### config.mk
export PLATFORM = sky130hd
export DESIGN_NAME = lsu_mem_port
export DESIGN_NICKNAME = d
export VERILOG_FILES = /design/src/rtl/lsu_mem_port_pkg.sv /design/src/rtl/lsu_mem_port_align.sv /design/src/rtl/lsu_mem_port.sv
export SDC_FILE = /design/constraint.sdc
export NUM_CORES = 1
export LEC_CHECK = 0
export CAP_MARGIN = 25
export CORE_ASPECT_RATIO = 0.5
export CORE_UTILIZATION = 44
export DETAILED_ROUTE_END_ITERATION = 6
export PLACE_DENSITY = 0.81
export SYNTH_ARGS = -nofsm -noshare
export SYNTH_HDL_FRONTEND = slang
export SYNTH_SLANG_ARGS = --single-unit
### constraint.sdc
create_clock -name clk -period 11.1 [get_ports clk]
set_input_delay 1.11 -clock clk [delete_from_list [all_inputs] [get_ports clk]]
set_output_delay 1.11 -clock clk [all_outputs]
set_load 0.01 [all_outputs]
### src/rtl/lsu_mem_port_pkg.sv
// Shared types for the LSU data-RAM port.
// funct3 codes, FSM states and funct3 legality check.
package lsu_mem_port_pkg;

    localparam logic [2:0] F3_B  = 3'd0;
    localparam logic [2:0] F3_H  = 3'd1;
    localparam logic [2:0] F3_W  = 3'd2;
    localparam logic [2:0] F3_BU = 3'd4;
    localparam logic [2:0] F3_HU = 3'd5;

    typedef enum logic [2:0] {
        ST_IDLE,
        ST_ACC0,
        ST_ACC1,
        ST_CAP,
        ST_RESP
    } state_t;

    function automatic logic f3_bad(input logic we, input logic [2:0] f3);
        if (we)
            return f3 > F3_W;
        return !(f3 inside {F3_B, F3_H, F3_W, F3_BU, F3_HU});
    endfunction

endpackage

### src/rtl/lsu_mem_port_align.sv
// Byte-lane steering for the LSU: store enables/data and
// load merge, alignment and sign/zero extension.
module lsu_align (
    input  logic [2:0]  funct3,
    input  logic [1:0]  off,
    input  logic [31:0] wdata,
    input  logic [31:0] lo,
    input  logic [31:0] hi,
    output logic        split,
    output logic [7:0]  be8,
    output logic [63:0] wd64,
    output logic [31:0] rdata
);

    logic [2:0]  size;
    logic [3:0]  mask;
    logic [31:0] r32;
    logic        sx;

    always_comb begin
        size = 3'd4;
        mask = 4'b1111;
        unique case (funct3[1:0])
            2'd0: begin
                size = 3'd1;
                mask = 4'b0001;
            end
            2'd1: begin
                size = 3'd2;
                mask = 4'b0011;
            end
            default: ;
        endcase
    end

    assign split = ({1'b0, off} + size) > 3'd4;
    assign be8   = {4'b0000, mask} << off;
    assign wd64  = {32'b0, wdata} << {off, 3'b000};
    assign r32   = 32'({hi, lo} >> {off, 3'b000});
    assign sx    = ~funct3[2];

    always_comb begin
        rdata = r32;
        unique case (funct3[1:0])
            2'd0:    rdata = {{24{sx & r32[7]}}, r32[7:0]};
            2'd1:    rdata = {{16{sx & r32[15]}}, r32[15:0]};
            default: ;
        endcase
    end

endmodule

### src/rtl/lsu_mem_port.sv
// LSU initiator for the byte-enabled word RAM; one request at a time,
// word-crossing accesses split into two word cycles.
module lsu_mem_port
    import lsu_mem_port_pkg::*;
#(
    parameter int MEM_WORDS = 32768
) (
    input  logic        clk,
    input  logic        rst_n,
    input  logic        req_valid,
    output logic        req_ready,
    input  logic        req_we,
    input  logic [2:0]  req_funct3,
    input  logic [31:0] req_addr,
    input  logic [31:0] req_wdata,
    output logic        resp_valid,
    output logic [31:0] resp_rdata,
    output logic        resp_err,
    output logic [3:0]  mem_w_enable,
    output logic [31:0] mem_w_addr,
    output logic [31:0] mem_w_data,
    output logic [31:0] mem_r_addr,
    input  logic [31:0] mem_r_data
);

    localparam logic [31:0] MW = 32'(MEM_WORDS);

    state_t      state, state_n;
    logic        we_q, split_q;
    logic [2:0]  f3_q;
    logic [1:0]  off_q;
    logic [29:0] a_q;
    logic [31:0] lo_q;
    logic [3:0]  be_hi_q;
    logic [31:0] wd_hi_q;

    logic        idle, accept, split, dec_err;
    logic [2:0]  f3_s;
    logic [1:0]  off_s;
    logic [7:0]  be8;
    logic [63:0] wd64;
    logic [31:0] ld_data, lo_s, a_ext, a_nxt;

    assign idle      = state == ST_IDLE;
    assign req_ready = idle;
    assign accept    = req_valid & idle;

    // Align unit sees the live request at accept, the latched one after
    assign f3_s  = idle ? req_funct3 : f3_q;
    assign off_s = idle ? req_addr[1:0] : off_q;
    assign lo_s  = split_q ? lo_q : mem_r_data;
    assign a_ext = {2'b00, req_addr[31:2]};
    assign a_nxt = {2'b00, a_q + 30'd1};

    assign dec_err = f3_bad(req_we, req_funct3)
                   | (a_ext >= MW)
                   | (split & (a_ext + 32'd1 >= MW));

    lsu_align u_align (
        .funct3 (f3_s),
        .off    (off_s),
        .wdata  (req_wdata),
        .lo     (lo_s),
        .hi     (mem_r_data),
        .split  (split),
        .be8    (be8),
        .wd64   (wd64),
        .rdata  (ld_data)
    );

    always_comb begin
        state_n = state;
        unique case (state)
            ST_IDLE: if (accept) state_n = dec_err ? ST_RESP : ST_ACC0;
            ST_ACC0: state_n = split_q ? ST_ACC1 : (we_q ? ST_RESP : ST_CAP);
            ST_ACC1: state_n = we_q ? ST_RESP : ST_CAP;
            ST_CAP:  state_n = ST_RESP;
            ST_RESP: state_n = ST_IDLE;
            default: state_n = ST_IDLE;
        endcase
    end

    always_ff @(posedge clk or negedge rst_n) begin
        if (!rst_n)
            state <= ST_IDLE;
        else
            state <= state_n;
    end

    always_ff @(posedge clk or negedge rst_n) begin
        if (!rst_n) begin
            we_q         <= 1'b0;
            split_q      <= 1'b0;
            f3_q         <= '0;
            off_q        <= '0;
            a_q          <= '0;
            lo_q         <= '0;
            be_hi_q      <= '0;
            wd_hi_q      <= '0;
            resp_valid   <= 1'b0;
            resp_rdata   <= '0;
            resp_err     <= 1'b0;
            mem_w_enable <= '0;
            mem_w_addr   <= '0;
            mem_w_data   <= '0;
            mem_r_addr   <= '0;
        end else begin
            mem_w_enable <= '0;
            resp_valid   <= state_n == ST_RESP;
            unique case (state)
                ST_IDLE: if (accept) begin
                    we_q       <= req_we;
                    f3_q       <= req_funct3;
                    off_q      <= req_addr[1:0];
                    a_q        <= req_addr[31:2];
                    split_q    <= split;
                    be_hi_q    <= be8[7:4];
                    wd_hi_q    <= wd64[63:32];
                    resp_rdata <= '0;
                    resp_err   <= dec_err;
                    if (!dec_err) begin
                        if (req_we) begin
                            mem_w_addr   <= a_ext;
                            mem_w_enable <= be8[3:0];
                            mem_w_data   <= wd64[31:0];
                        end else begin
                            mem_r_addr <= a_ext;
                        end
                    end
                end
                ST_ACC0: if (split_q) begin
                    if (we_q) begin
                        mem_w_addr   <= a_nxt;
                        mem_w_enable <= be_hi_q;
                        mem_w_data   <= wd_hi_q;
                    end else begin
                        mem_r_addr <= a_nxt;
                    end
                end
                ST_ACC1: if (!we_q) lo_q <= mem_r_data;
                ST_CAP:  resp_rdata <= ld_data;
                ST_RESP: resp_err <= 1'b0;
                default: ;
            endcase
        end
    end

endmodule

==> results.json <==
{
  "synth.distinct_cells": 54,
  "ios": 238,
  "grt_pass1_wl_um": 54100,
  "vias_per_cell": 5.813,
  "grt_max_degree": 90,
  "ys.flop_type": "dfrtp_1",
  "synth_edf_count": 0,
  "initial_utilization_pct": 45.64,
  "max-vdd-ir-drop_uv": 98.09,
  "cts_hold_buf": 0,
  "cts_tree": "built",
  "rows": 41,
  "die_area_um2": 27300,
  "setup_violations": 0,
  "power_density_nw_per_um2": 132.2,
  "firstDrtPassIters": 6,
  "postCtsSetupBuffers": 0,
  "slowest_delay_ns": 0.97,
  "gr-total-overflow": 0,
  "postLayoutCoreUtil_pct": 58.73,
  "r2r_setup_slack_ns": 6.10,
  "skew_ns": 0.02055,
  "rr_startpoint": "state[1]$_DFF_PN0_",
  "fillers": 2084,
  "crit_buf_inv": 3,
  "cp_cell_sequence": "nor3_4, mux2i_4, inv_2, fa_1, xnor2_1, o311ai_2, buf_4, nand2_2, buf_4, mux2_2",
  "remaining_drc_errors": 0,
  "vias": 9784,
  "dpl.hpwl_um": 24150,
  "slew_headroom_pct": 29.23,
  "numClockSinks": 229,
  "hold_class": "flop to flop",
  "maxSlewViolCount": 0,
  "setup_tns_ns": 0,
  "io_buffers": 233,
  "track_usage_pct": 25.07,
  "critical-path-top-delay-family": "multiplexers",
  "cap_violations": 0,
  "rr_endpoint": "mem_w_addr[9]$_DFFE_PN0P_",
  "drt_wl_total_um": 34260,
  "die_height_um": 117.3,
  "status": "finished clean",
  "finalHoldViolations": 0,
  "cp-startpoint": "state[1]$_DFF_PN0_",
  "cts_buffer_depth": 3,
  "grt_pass1_vias": 9686,
  "async_flop_share_pct": 100.0,
  "gp_congestion": 0.8859,
  "wl_per_cell_um": 20.36,
  "cellLeakagePower_nw": 6.298,
  "crit_top_cell": "buf_4",
  "core_um2": 25650,
  "drive_gt1_share_pct": 14.71,
  "worstRegToRegCells": 10,
  "rsz0062_at_grt": "false",
  "required_ns": 11.50,
  "postSynthAreaPerCell_um2": 10.44,
  "path_max_fanout": 40,
  "crit_arrival_ns": 5.40,
  "slowest_stage": "mux2i_4",
  "clk_pin_slew_ns": 0.06,
  "syn2layout_area_growth_pct": 28.67,
  "start_kind": "flop",
  "crit_end": "mem_w_addr[9]$_DFFE_PN0P_",
  "cts_resized": 0,
  "syn_area_um2": 11710,
  "h-tree-depth": 1,
  "path_class": "flop to flop",
  "clk_latency_ns": 0.52,
  "antenna_found_initial": 0,
  "drtIter0Drc": 927,
  "ant_nets": 0,
  "period_share_pct": 45.03,
  "yosysWarnings": 0,
  "yosysSeqAreaShare_pct": 48.95,
  "num_antenna_cells": 0,
  "period_minus_slack_ns": 4.999,
  "ys_ff_latch": 229,
  "syn_inst": 1121,
  "worst_pin_slew_ns": 1.039,
  "numCtsBuffers": 22,
  "cts_root_buf": "clkbuf_16",
  "critPathCaptureType": "flop",
  "final_nets": 1434,
  "finalHoldWorstSlack_ns": 0.4863,
  "fp.dieW_um": 232.7,
  "fmax_ghz": 0.2001,
  "crit_cells": 10
}
-- where the power goes --
part | internal, mW | switching, mW | total [mW]
Combinational | 0.153 | 0.196 | 0.349
Sequential | 0.870 | 0.0342 | 0.904
Clock | 0.416 | 0.324 | 0.739
-- cells in the final DEF (no fill, tap or decap), types with 21 or more instances in the layout --
| master | n |
|---|---|
| nand3_1 | 30 |
| mux2_2 | 104 |
| nand2_1 | 234 |
| mux2_1 | 21 |
| o21ai_0 | 95 |
| clkbuf_16 | 23 |
| dfrtp_1 | 229 |
| xor2_1 | 21 |
| mux2i_1 | 44 |
| mux4_2 | 24 |
| a22o_1 | 24 |
| nor2_1 | 63 |
| clkdlybuf4s50_1 | 232 |
-- cell type report --
type | instances | area, um^2 | area share [%]
Timing Repair Buffer | 253 | 2502 | 16.61
Clock inverter | 6 | 63.81 | 0.4236
Tap cell | 344 | 430.4 | 2.857
Sequential cell | 229 | 5731 | 38.04
Multi-Input combinational cell | 802 | 5644 | 37.47
Clock buffer | 30 | 621.8 | 4.128
Inverter | 19 | 71.32 | 0.4734
-- kinds of logic (layout without fill, tap and decap cells) --
kind of cell | after synthesis | in the layout | synth area share, %
and+or+nand+nor | 385 | 385 | 14.09
DFF | 229 | 229 | 48.95
muxes | 197 | 197 | 20.83
AOI/OAI and AO/OA | 183 | 183 | 9.982
buffers and inverters | 93 | 308 | 3.462
xor gates and xnor gates | 29 | 29 | 2.170
adders and majority gates | 4 | 4 | 0.4917
other | 1 | 4 | 0.03203
-- through the flow --
| step | worst slack (ns) | instances | cell area (um^2) | power (mW) |
|---|---|---|---|---|
| global placement | 5.712 | 1643 | 14330 | 1.249 |
| detailed placement | 5.468 | 1643 | 14330 | 1.260 |
| global route | 5.910 | 1683 | 15060 | 2.070 |
| finish | 6.101 | 1683 | 15060 | 1.992 |
| floorplan | 6.939 | 1124 | 11720 | 1.125 |
| CTS | 5.790 | 1679 | 15020 | 1.995 |
-- per-layer routing --
layer  global-route usage (%)  up-vias  wire (um)
met2                    42.62      435      17330
met4                    6.127        0        767
li1                         -     4370          -
met1                    33.80     4917      13910
met5                        0        -          0
met3                    3.429       62       2259
-- cell usage after synthesis, types with 5 or more instances --
cell / instances / area, um^2
nand2_1: 234 / 878.3
dfrtp_1: 229 / 5731
mux2_2: 104 / 1171
o21ai_0: 95 / 475.5
nor2_1: 63 / 236.5
clkbuf_1: 51 / 191.4
mux2i_1: 46 / 460.4
nand3_1: 30 / 150.1
a22o_1: 24 / 210.2
mux4_2: 24 / 540.5
mux2_1: 21 / 236.5
xor2_1: 21 / 183.9
inv_1: 18 / 67.56
nand4_1: 16 / 100.1
a31oi_1: 14 / 87.58
a21oi_1: 13 / 65.06
and3_1: 12 / 75.07
buf_4: 10 / 75.07
buf_2: 9 / 45.04
a22oi_1: 8 / 60.06
nor3_1: 8 / 40.04
xnor2_1: 8 / 70.07
a222oi_1: 7 / 70.07
nor4_1: 5 / 31.28
-- flip-flops by register name, indices dropped and copies added (netlist names), 2 cells and up --
| signal | count |
|---|---|
| lo_q | 32 |
| mem_w_data | 32 |
| resp_rdata | 32 |
| a_q | 30 |
| mem_r_addr | 30 |
| mem_w_addr | 30 |
| wd_hi_q | 24 |
| mem_w_enable | 4 |
| be_hi_q | 3 |
| f3_q | 3 |
| state | 3 |
| off_q | 2 |
-- how the worst min path moves through the flow --
| stage | startpoint | to | cells past startpoint |
|---|---|---|---|
| floorplan | off_q[1]$_DFFE_PN0P_ | off_q[1]$_DFFE_PN0P_ | 2 |
| finish | mem_w_data[5]$_DFFE_PN0P_ | mem_w_data[5]$_DFFE_PN0P_ | 1 |
| CTS | wd_hi_q[10]$_DFFE_PN0P_ | wd_hi_q[10]$_DFFE_PN0P_ | 2 |
| global placement | wd_hi_q[14]$_DFFE_PN0P_ | wd_hi_q[14]$_DFFE_PN0P_ | 2 |
| global route | wd_hi_q[12]$_DFFE_PN0P_ | wd_hi_q[12]$_DFFE_PN0P_ | 2 |
| detailed placement | wd_hi_q[10]$_DFFE_PN0P_ | wd_hi_q[10]$_DFFE_PN0P_ | 2 |
-- worst register-to-register path, cell delays in order (launching register included) --
cell and delay, ns:
dfrtp_1 0.52, nor3_4 0.63, mux2i_4 0.97, inv_2 0.12, fa_1 0.46, xnor2_1 0.38
o311ai_2 0.17, buf_4 0.25, nand2_2 0.34, buf_4 0.57, mux2_2 0.47
Power figures use the tool's default switching activity.
